File: config.mk
export PLATFORM = sky130hd
export DESIGN_NAME = uart_rx_fifo_core
export DESIGN_NICKNAME = d
export VERILOG_FILES = /design/src/rtl/uart_rx_fifo_core.sv
export SDC_FILE = /design/constraint.sdc
export NUM_CORES = 1
export LEC_CHECK = 0
export CAP_MARGIN = 20
export CELL_PAD_IN_SITES_DETAIL_PLACEMENT = 0
export CELL_PAD_IN_SITES_GLOBAL_PLACEMENT = 1
export CORE_UTILIZATION = 55
export CTS_CLUSTER_SIZE = 14
export DETAILED_ROUTE_END_ITERATION = 10
export DONT_BUFFER_PORTS = 1
export PLACE_DENSITY_LB_ADDON = 0.1
export SLEW_MARGIN = 15
export SYNTH_ARGS = -nofsm -noshare
export SYNTH_HDL_FRONTEND = slang
export SYNTH_SLANG_ARGS = --single-unit
export TNS_END_PERCENT = 20
File: constraint.sdc
create_clock -name clk -period 5.1 [get_ports clk]
set_input_delay 0.51 -clock clk [delete_from_list [all_inputs] [get_ports clk]]
set_output_delay 0.51 -clock clk [all_outputs]
set_load 0.01 [all_outputs]
File: src/rtl/uart_rx_fifo_core.sv
// UART receive engine (5..DW data bits, parity, 1/2 stop, 2-of-3 voting, break) feeding a show-ahead RX FIFO.
// Latency: character pushed one clk after its final stop decision; level/flags follow on the next edge.
// Backpressure: none toward the line; a push into a full FIFO without a same-cycle rd is dropped with an overrun pulse.
module uart_rx_fifo_core #(
  parameter int DW      = 9,
  parameter int FIFO_AW = 4,
  parameter int OVS     = 16,
  parameter int PSW     = 16
) (
  input  logic               clk,
  input  logic               rst_n,
  input  logic               en,
  input  logic               flush,
  input  logic [PSW-1:0]     prescaler,
  input  logic [3:0]         data_bits,
  input  logic [2:0]         parity_mode,
  input  logic               stop2,
  input  logic               rx,
  input  logic               rd,
  input  logic [FIFO_AW:0]   threshold,
  output logic [DW-1:0]      rdata,
  output logic [FIFO_AW:0]   level,
  output logic               empty,
  output logic               full,
  output logic               above,
  output logic               frame_err,
  output logic               parity_err,
  output logic               overrun,
  output logic               break_det
);

  localparam int TW    = $clog2(OVS);
  localparam int DEPTH = 2 ** FIFO_AW;
  localparam logic [TW-1:0]    LP_S0    = TW'(OVS / 2 - 1);
  localparam logic [TW-1:0]    LP_S1    = TW'(OVS / 2);
  localparam logic [TW-1:0]    LP_DEC   = TW'(OVS / 2 + 1);
  localparam logic [TW-1:0]    LP_END   = TW'(OVS - 1);
  localparam logic [3:0]       LP_DW    = 4'(DW);
  localparam logic [FIFO_AW:0] LP_DEPTH = (FIFO_AW + 1)'(DEPTH);

  typedef enum logic [2:0] {
    S_IDLE, S_START, S_DATA, S_PARITY, S_STOP1, S_STOP2, S_BRKWAIT
  } state_t;

  state_t               r_state, w_state_nxt;
  logic                 r_rx_meta, r_rxs;
  logic [PSW-1:0]       r_ps_cnt;
  logic [TW-1:0]        r_tcnt;
  logic                 r_s0, r_s1;
  logic [DW-1:0]        r_shift;
  logic [3:0]           r_bitcnt;
  logic                 r_par_err, r_par_bit;
  logic                 r_push_pend;
  logic [DW-1:0]        r_push_dat;
  logic                 r_fe, r_pe, r_ov, r_bk;
  logic [DW-1:0]        r_mem [DEPTH];
  logic [FIFO_AW-1:0]   r_wr_ptr, r_rd_ptr;
  logic [FIFO_AW:0]     r_level;

  logic                 w_tick, w_dec, w_bend, w_maj;
  logic [3:0]           w_nbits;
  logic                 w_par_en, w_par_exp, w_zero;
  logic                 w_shift_en, w_par_chk, w_fin, w_ferr, w_brk;
  logic                 w_empty, w_full, w_pop, w_wr, w_ovr;

  // Runtime frame configuration: clamp width, decode parity mode, expected parity bit
  assign w_nbits   = (data_bits < 4'd5) ? 4'd5 : ((data_bits > LP_DW) ? LP_DW : data_bits);
  assign w_par_en  = (parity_mode >= 3'd1) && (parity_mode <= 3'd4);
  assign w_par_exp = (parity_mode == 3'd1) ? ~(^r_shift) :
                     (parity_mode == 3'd2) ?  (^r_shift) :
                     (parity_mode == 3'd4);
  // Break candidate: every data bit and the parity bit (when present) sampled low
  assign w_zero    = (r_shift == '0) && (!w_par_en || !r_par_bit);

  // Bit timing strobes; the third vote is the live synchronised sample
  assign w_tick = en && (r_state != S_IDLE) && (r_ps_cnt == '0);
  assign w_dec  = w_tick && (r_tcnt == LP_DEC);
  assign w_bend = w_tick && (r_tcnt == LP_END);
  assign w_maj  = (r_s0 & r_s1) | (r_s0 & r_rxs) | (r_s1 & r_rxs);

  // Two-flop synchroniser on the asynchronous serial input
  always_ff @(posedge clk or negedge rst_n) begin
    if (!rst_n) begin
      r_rx_meta <= 1'b1;
      r_rxs     <= 1'b1;
    end else begin
      r_rx_meta <= rx;
      r_rxs     <= r_rx_meta;
    end
  end

  // Baud prescaler: down-counter, tick at zero, held cleared while idle or disabled
  always_ff @(posedge clk or negedge rst_n) begin
    if (!rst_n)                             r_ps_cnt <= '0;
    else if (!en || r_state == S_IDLE)      r_ps_cnt <= '0;
    else if (r_ps_cnt == '0)                r_ps_cnt <= prescaler;
    else                                    r_ps_cnt <= r_ps_cnt - 1'b1;
  end

  // Oversample position within the bit plus the two early votes
  always_ff @(posedge clk or negedge rst_n) begin
    if (!rst_n) begin
      r_tcnt <= '0;
      r_s0   <= 1'b1;
      r_s1   <= 1'b1;
    end else begin
      if (!en || r_state == S_IDLE || r_state == S_BRKWAIT) r_tcnt <= '0;
      else if (w_tick) r_tcnt <= (r_tcnt == LP_END) ? '0 : r_tcnt + 1'b1;
      if (w_tick && r_tcnt == LP_S0) r_s0 <= r_rxs;
      if (w_tick && r_tcnt == LP_S1) r_s1 <= r_rxs;
    end
  end

  // FSM state register
  always_ff @(posedge clk or negedge rst_n) begin
    if (!rst_n) r_state <= S_IDLE;
    else        r_state <= w_state_nxt;
  end

  // FSM next state; disabling the receiver abandons any partial frame
  always_comb begin
    w_state_nxt = r_state;
    case (r_state)
      S_IDLE:    if (!r_rxs) w_state_nxt = S_START;
      S_START:   if (w_dec && w_maj) w_state_nxt = S_IDLE;
                 else if (w_bend) w_state_nxt = S_DATA;
      S_DATA:    if (w_bend && r_bitcnt == w_nbits) w_state_nxt = w_par_en ? S_PARITY : S_STOP1;
      S_PARITY:  if (w_bend) w_state_nxt = S_STOP1;
      S_STOP1:   if (w_brk) w_state_nxt = S_BRKWAIT;
                 else if (w_ferr || w_fin) w_state_nxt = S_IDLE;
                 else if (w_bend) w_state_nxt = S_STOP2;
      S_STOP2:   if (w_ferr || w_fin) w_state_nxt = S_IDLE;
      S_BRKWAIT: if (r_rxs) w_state_nxt = S_IDLE;
      default:   w_state_nxt = S_IDLE;
    endcase
    if (!en) w_state_nxt = S_IDLE;
  end

  // FSM outputs: per-state strobes taken at the mid-bit majority decision
  always_comb begin
    w_shift_en = 1'b0;
    w_par_chk  = 1'b0;
    w_fin      = 1'b0;
    w_ferr     = 1'b0;
    w_brk      = 1'b0;
    case (r_state)
      S_DATA:   w_shift_en = w_dec;
      S_PARITY: w_par_chk  = w_dec;
      S_STOP1: begin
        w_brk  = w_dec && !w_maj && w_zero;
        w_ferr = w_dec && !w_maj && !w_zero;
        w_fin  = w_dec && w_maj && !stop2;
      end
      S_STOP2: begin
        w_ferr = w_dec && !w_maj;
        w_fin  = w_dec && w_maj;
      end
      default: ;
    endcase
  end

  // Receive datapath: LSB-first right-aligned shift, parity latch, push and pulse staging
  always_ff @(posedge clk or negedge rst_n) begin
    if (!rst_n) begin
      r_shift     <= '0;
      r_bitcnt    <= '0;
      r_par_err   <= 1'b0;
      r_par_bit   <= 1'b0;
      r_push_pend <= 1'b0;
      r_push_dat  <= '0;
      r_fe        <= 1'b0;
      r_pe        <= 1'b0;
      r_bk        <= 1'b0;
    end else begin
      if (r_state == S_IDLE) begin
        r_shift   <= '0;
        r_bitcnt  <= '0;
        r_par_err <= 1'b0;
        r_par_bit <= 1'b0;
      end else begin
        if (w_shift_en) begin
          r_shift[r_bitcnt] <= w_maj;
          r_bitcnt          <= r_bitcnt + 4'd1;
        end
        if (w_par_chk) begin
          r_par_bit <= w_maj;
          r_par_err <= (w_maj != w_par_exp);
        end
      end
      r_push_pend <= w_fin && !r_par_err;
      r_push_dat  <= r_shift;
      r_pe        <= w_fin && r_par_err;
      r_fe        <= w_ferr;
      r_bk        <= w_brk;
    end
  end

  // FIFO control: flush beats rd and drops a coincident push; full+rd still accepts a push
  assign w_empty = (r_level == '0);
  assign w_full  = (r_level == LP_DEPTH);
  assign w_pop   = rd && !w_empty;
  assign w_wr    = r_push_pend && !flush && (!w_full || w_pop);
  assign w_ovr   = r_push_pend && !flush && w_full && !rd;

  // FIFO pointers, occupancy and overrun pulse
  always_ff @(posedge clk or negedge rst_n) begin
    if (!rst_n) begin
      r_wr_ptr <= '0;
      r_rd_ptr <= '0;
      r_level  <= '0;
      r_ov     <= 1'b0;
    end else begin
      r_ov <= w_ovr;
      if (flush) begin
        r_wr_ptr <= '0;
        r_rd_ptr <= '0;
        r_level  <= '0;
      end else begin
        if (w_wr)  r_wr_ptr <= r_wr_ptr + 1'b1;
        if (w_pop) r_rd_ptr <= r_rd_ptr + 1'b1;
        case ({w_wr, w_pop})
          2'b10:   r_level <= r_level + 1'b1;
          2'b01:   r_level <= r_level - 1'b1;
          default: r_level <= r_level;
        endcase
      end
    end
  end

  // FIFO storage; contents are only observable through valid pointers
  always_ff @(posedge clk) begin
    if (w_wr) r_mem[r_wr_ptr] <= r_push_dat;
  end

  assign rdata      = w_empty ? '0 : r_mem[r_rd_ptr];
  assign level      = r_level;
  assign empty      = w_empty;
  assign full       = w_full;
  assign above      = (r_level > threshold);
  assign frame_err  = r_fe;
  assign parity_err = r_pe;
  assign overrun    = r_ov;
  assign break_det  = r_bk;

endmodule
==> flow_summary.json, run 1 <==
{
  "cts_tree": "yes",
  "endpoint_kind": "flop",
  "grt_antenna_before_repair": 0,
  "final_cells": 916,
  "timing.final.crit_share_pct": 70.3,
  "hold_violations": 0,
  "power_density_nw_per_um2": 389,
  "track_usage_pct": 21.1,
  "ios": 56,
  "reg2reg_depth": 12,
  "max_freq_mhz": 279,
  "grt_max_degree": 70,
  "placed_area_um2": 9810,
  "wire_per_inst_um": 19.6,
  "postLayoutCoreUtil_pct": 63.1,
  "cp_max_fo": 15,
  "wirelength_um": 18000,
  "dp_hpwl_um": 12100,
  "area_growth_pct": 10.5,
  "syn_area_per_cell_um2": 14.2,
  "postLayoutCellArea_um2": 10600,
  "p_total_uw": 4110,
  "cp-start-kind": "flop",
  "synth_edf_count": 144,
  "holdPathStages": 1,
  "cts-htree-levels": 1,
  "grt-ovfl-total": 0,
  "slew_viol_final": 0,
  "first_iter_violations": 330,
  "rows": 47,
  "drive_gt1_share_pct": 15.2,
  "io_buffers": 0,
  "synthArstFlopShare_pct": 32.4,
  "insertion_delay_ns": 0.50,
  "status": "completed",
  "tightestPinTransition_ns": 0.930,
  "cp_data_arrival_time_ns": 3.96,
  "cts_buffer_depth": 3,
  "clock_sinks": 213,
  "relSlewSlack_pct": 37.7,
  "initial_core_util_pct": 57.1,
  "max-vdd-ir-drop_mv": 0.330,
  "rsz0062_at_grt": "false",
  "die_x_um": 134,
  "synth_area_um2": 9570,
  "ys_top_cells_by_area": "edfxtp_1 (45%), dfrtp_1 (17%), mux4_2 (11%)",
  "cts_resized": 0,
  "ys_seq_area_share_pct": 63.3,
  "synth_warnings": 0,
  "drtAntennaViolNets": 0,
  "vias": 5411,
  "core-area_um2": 16800,
  "worstSetupPathType": "flop to flop",
  "clock_skew_ns": 0.0179,
  "diodes": 0,
  "die-height_um": 134,
  "drcViolationCount": 0,
  "crit_required_ns": 5.48,
  "period_minus_slack_ns": 3.59,
  "drt-vias-per-instance": 5.91,
  "ys.flop_type": "edfxtp_1",
  "ys_seq_elements": 213,
  "syn_inst": 675,
  "path_clk_slew_ns": 0.06,
  "cts-root-buf": "clkbuf_16",
  "die_area_um2": 17900,
  "grt_pass1_wl_um": 29300,
  "dr.pass1.iters": 5,
  "fillers": 1250,
  "cts_buffers": 22,
  "grt_pass1_vias": 5426,
  "place_inst": 873,
  "synth_nets": 737,
  "maxCapViolations": 0,
  "hold_path_class": "primary input to flop",
  "setup_violations": 0,
  "place_congestion": 0.888,
  "yosys.area.top_type": "edfxtp_1",
  "nNetsFinal": 742,
  "synth_top_area_share_pct": 45.2,
  "tns_ns": 0,
  "synth.distinct_cells": 54,
  "cellLeakagePower_uw": 0.00420
}
==> metrics by stage <==
step / setup WS, ns / hold WS [ns]
floorplan: 1.95 / 0.214
global placement: 1.65 / 0.216
detailed placement: 1.53 / 0.216
CTS: 1.42 / 0.0578
global route: 1.00 / 0.0625
finish: 1.51 / 0.0776
==> worst max-delay path, cell delays in order (launching register included) <==
cell	delay, ns
dfrtp_1	0.50
nor4_1	0.65
nand2b_1	0.48
nand2_1	0.30
a21oi_1	0.14
fa_1	0.45
a21o_1	0.17
a21oi_1	0.25
nor3b_1	0.10
a31oi_1	0.16
nor2_1	0.06
a21oi_1	0.13
a21oi_1	0.08
==> layer usage <==
layer | up-vias | routed length (um) | track usage [%]
li1 | 2547 | - | -
met1 | 2720 | 7980 | 29.6
met2 | 121 | 8970 | 35.6
met3 | 23 | 769 | 2.87
met4 | 0 | 253 | 4.42
met5 | - | 0 | 0
==> placed cells by master (no fill, tap or decap), types with 10 or more instances in the layout <==
master	n
a211oi_1	17
a21oi_1	28
and2_1	10
clkbuf_16	22
dfrtp_1	64
edfxtp_1	144
ha_1	26
inv_1	27
mux4_2	45
nand2_1	51
nand3_1	16
nor2_1	70
nor3_1	12
o21ai_0	12
xnor2_1	17
xor2_1	12
==> cell type report <==
class / count / area [um^2] / share of cell area (%)
timing repair buffer: 8 / 85.1 / 0.804
sequential: 213 / 6060 / 57.2
multi-input combinational: 408 / 3330 / 31.5
clock buffer: 25 / 562 / 5.31
tap: 220 / 275 / 2.60
inverter: 27 / 101 / 0.958
clock inverter: 15 / 168 / 1.58
==> synth_stat cells (2+ instances only) <==
| cell type | n |
|---|---|
| edfxtp_1 | 144 |
| nor2_1 | 70 |
| dfrtp_1 | 65 |
| nand2_1 | 51 |
| mux4_2 | 45 |
| a21oi_1 | 28 |
| inv_1 | 27 |
| ha_1 | 26 |
| clkbuf_1 | 24 |
| a211oi_1 | 17 |
| xnor2_1 | 17 |
| nand3_1 | 16 |
| nor3_1 | 16 |
| o21ai_0 | 12 |
| xor2_1 | 12 |
| and2_1 | 10 |
| nor4_1 | 8 |
| nand2b_1 | 6 |
| nand4_1 | 6 |
| mux2_2 | 5 |
| nand3b_1 | 5 |
| or3_1 | 5 |
| a21o_1 | 4 |
| dfstp_2 | 4 |
| mux2i_1 | 4 |
| nand4b_1 | 4 |
| a22oi_1 | 3 |
| nor2b_1 | 3 |
| nor3b_1 | 3 |
| o21a_1 | 3 |
| or4_1 | 3 |
| a31oi_1 | 2 |
| and3_1 | 2 |
| buf_1 | 2 |
| o22ai_1 | 2 |
| o31ai_1 | 2 |
| or2_2 | 2 |
==> repair_timing <==
action                                  in CTS  in global routing
hold buffers                                 3                  0
hold endpoints to repair                    70                  0
buffers inserted                             0                  0
endpoints found under the setup margin       0                  0
==> worst paths after layout <==
kind | slack (ns) | start | end
max | 1.51 | level[1] | level[4]
min | 0.08 | flush | level[4]
max reg2reg | 1.51 | level[1] | level[4]
min reg2reg | 0.36 | r_rx_meta | r_rxs
max in group asynchronous | 4.19 | rst_n | r_s1
min in group asynchronous | 0.56 | rst_n | parity_err
==> state kept, by name, summed over array words and instances, names as in the netlist <==
name and flops:
break_det 1, frame_err 1, level 5, overrun 1, parity_err 1, r_bitcnt 4
r_mem 144, r_par_bit 1, r_par_err 1, r_ps_cnt 16, r_push_dat 9, r_push_pend 1
r_rd_ptr 4, r_rx_meta 1, r_rxs 1, r_s0 1, r_s1 1, r_shift 9
r_state 3, r_tcnt 4, r_wr_ptr 4
==> report_power, final <==
group	internal, uW	leakage (uW)	switching [uW]	total [uW]
registers	1870	0.00261	72.1	1940
logic	221	0.00124	359	580
clock network	949	0.000347	638	1590
total	3040	0.00420	1070	4110
==> cells by family (layout without fill, tap and decap cells) <==
logic type               count (synthesis)  after routing  share of synthesized area [%]
AND/OR/NAND/NOR                        218            218                           11.3
flip-flops                             213            213                           63.3
AO/OA/AOI/OAI                           79             79                           5.20
multiplexers                            54             54                           11.6
buffers and inverters                   54             75                           2.13
XOR/XNOR                                30             30                           2.89
adder cells (fa/ha/maj)                 27             27                           3.61
Power figures use the tool's default switching activity.
==> inputs of run 2 (changes only) <==
Settings changed: CORE_UTILIZATION 55 to 53.
Clock period 5.1 ns to 3.6 ns, I/O delays scaled along.
==> run 2 against run 1 <==
  * Clock skew is 0.0061 ns lower
  * Sequential share of layout area is 0.93 points lower
  * Die area increased by 3.7%
  * Combinational power is 53% higher
  * Largest power group unchanged
  * Final cell count rose by 2.6%
  * Non-clock buffer count up 18
  * Sequential power grew 42%
  * Maximum frequency up 11%
  * Global-route usage is 1.1 points higher
  * Critical path type unchanged
==> flow_summary.json, run 2 (synthesis gave the netlist of run 1 again) <==
{
  "r2r-end": "r_state[2]",
  "largest_register": "r_mem",
  "dp_hpwl_um": 12900,
  "status": "completed",
  "cts_buffers": 23,
  "cp_max_fo": 5,
  "grt_pass1_vias": 5756,
  "rsz0062_at_grt": "false",
  "endpoint_kind": "flop",
  "slowest_delay_ns": 0.57,
  "drive_gt1_share_pct": 16.6,
  "clock_skew_ns": 0.0119,
  "initial_core_util_pct": 54.8,
  "path_clk_slew_ns": 0.06,
  "holdPathEnd": "r_ps_cnt[14]",
  "period_minus_slack_ns": 3.24,
  "grt_antenna_before_repair": 0,
  "nNetsFinal": 761,
  "insertion_delay_ns": 0.50,
  "io_buffers": 0,
  "relSlewSlack_pct": 34.4,
  "cellLeakagePower_uw": 0.00430,
  "cp_data_arrival_time_ns": 3.62,
  "die_x_um": 136,
  "drcViolationCount": 0,
  "wire_per_inst_um": 20.5,
  "cts-root-buf": "clkbuf_16",
  "vias": 5574,
  "tightestPinTransition_ns": 0.981,
  "setup_violations": 0,
  "final_cell_mix": "edfxtp_1 (144), nor2_1 (70), dfrtp_1 (64)",
  "place_congestion": 0.928,
  "worstSetupPathType": "flop to flop",
  "cp-start-kind": "flop",
  "final_common_cell": "edfxtp_1",
  "drtAntennaViolNets": 0,
  "dr.pass1.iters": 5,
  "first_iter_violations": 279,
  "cts_resized": 0,
  "drt-vias-per-instance": 5.93,
  "grt_pass1_wl_um": 31200,
  "maxCapViolations": 0,
  "max_freq_mhz": 309,
  "largest_reg_flops": 144,
  "tns_ns": 0,
  "track_usage_pct": 22.2,
  "min_from": "prescaler[14]",
  "wirelength_um": 19300,
  "r2r_start": "r_ps_cnt[0]",
  "cp_top_family": "simple AND/OR/NAND/NOR gates",
  "ios": 56,
  "cp_cell_sequence": "inv_1 -> ha_1 -> or4b_1 -> or4_1 -> or4b_4 -> o211ai_2 -> nand3_2 -> nor3_4 -> mux2_2",
  "holdPathStages": 2,
  "timing.final.crit_share_pct": 90.0,
  "slew_viol_final": 0,
  "max-vdd-ir-drop_mv": 0.456,
  "hold_violations": 0,
  "path_depth": 9,
  "grt-ovfl-total": 0,
  "place_inst": 894,
  "power_density_nw_per_um2": 558,
  "cts_tree": "yes",
  "final_cells": 940,
  "cts-htree-levels": 1,
  "diodes": 0,
  "cpMaxStageDelayCell": "or4b_4",
  "hold_path_class": "primary input to flop",
  "reg_top3": "r_mem x144, r_ps_cnt x16",
  "cts_buffer_depth": 3,
  "rows": 48,
  "area_growth_pct": 12.4,
  "clock_sinks": 213,
  "crit_buf_inv": 1,
  "crit_required_ns": 3.98,
  "core-area_um2": 17500,
  "reg2reg_depth": 9,
  "die-height_um": 136,
  "r2r_slack_ns": 0.36,
  "grt_max_degree": 70,
  "die_area_um2": 18600
}
[run 2: changes by cell type in the layout (fill, tap and decap cells not counted), sizes merged]
cell / previous run / this run
buf: 6 / 22
clkbuf: 25 / 31
clkinv: 9 / 4
dlygate4sd3: 2 / 4
[run 2: where the power goes]
| part | leakage, uW | internal [uW] | switching (uW) |
|---|---|---|---|
| sequential | 0.00261 | 2650 | 102 |
| combinational | 0.00132 | 353 | 536 |
| clock | 0.000365 | 1450 | 905 |
| total | 0.00430 | 4460 | 1540 |
[run 2: area by class of cell]
| type | count | area [um^2] |
|---|---|---|
| fillers | 1315 | 6720 |
| clock inverters | 10 | 130 |
| multi-input cells | 408 | 3310 |
| flip-flops and latches | 213 | 6060 |
| inverters | 27 | 101 |
| repair buffers | 26 | 238 |
| well taps | 225 | 282 |
| clock buffers | 31 | 636 |
[run 2: worst max path at each step]
stage                 from         end  slack, ns
6_report       r_ps_cnt[0]  r_state[2]       0.36
5_1_grt           level[1]    level[4]       0.16
4_1_cts        r_ps_cnt[0]  r_state[2]       0.35
3_5_place_dp   r_ps_cnt[0]  r_state[2]       0.36
3_3_place_gp   r_ps_cnt[0]  r_state[1]       0.43
2_1_floorplan  r_ps_cnt[0]  r_state[0]       0.45
[run 2: metrics by stage]
step           area [um^2]  hold WS, ns  setup slack, ns  total power, uW  util (%)
6_report             10800       0.0368            0.359             6000      61.6
5_1_grt              10800       0.0333            0.164             6240      61.6
4_1_cts              10800       0.0209            0.348             6050      61.6
3_5_place_dp          9920       0.0664            0.362             3660      56.8
3_3_place_gp          9920       0.0663            0.427             3640      56.8
2_1_floorplan         9570       0.0644            0.451             3430         -
[run 2: layer usage]
layer | vias to the layer above | wire (um) | GRT usage (%)
met2 | 124 | 9630 | 37.6
met4 | 0 | 344 | 5.86
met1 | 2830 | 8420 | 29.7
met5 | - | 0 | 0
li1 | 2589 | - | -
met3 | 31 | 904 | 3.69
[run 2: worst register-to-register path, delay by kind of cell, from the launching register on]
family / cells / cell delay, ns
adders and majority gates: 1 / 0.14
buffers and inverters: 1 / 0.10
AOI/OAI and AO/OA: 1 / 0.17
muxes: 1 / 0.36
and+or+nand+nor: 5 / 1.95
DFF: 1 / 0.42
[run 2: what timing repair did]
| action | CTS | global route |
|---|---|---|
| hold endpoints to repair | 83 | 0 |
| hold buffers | 5 | 0 |
| setup buffers | 0 | 0 |
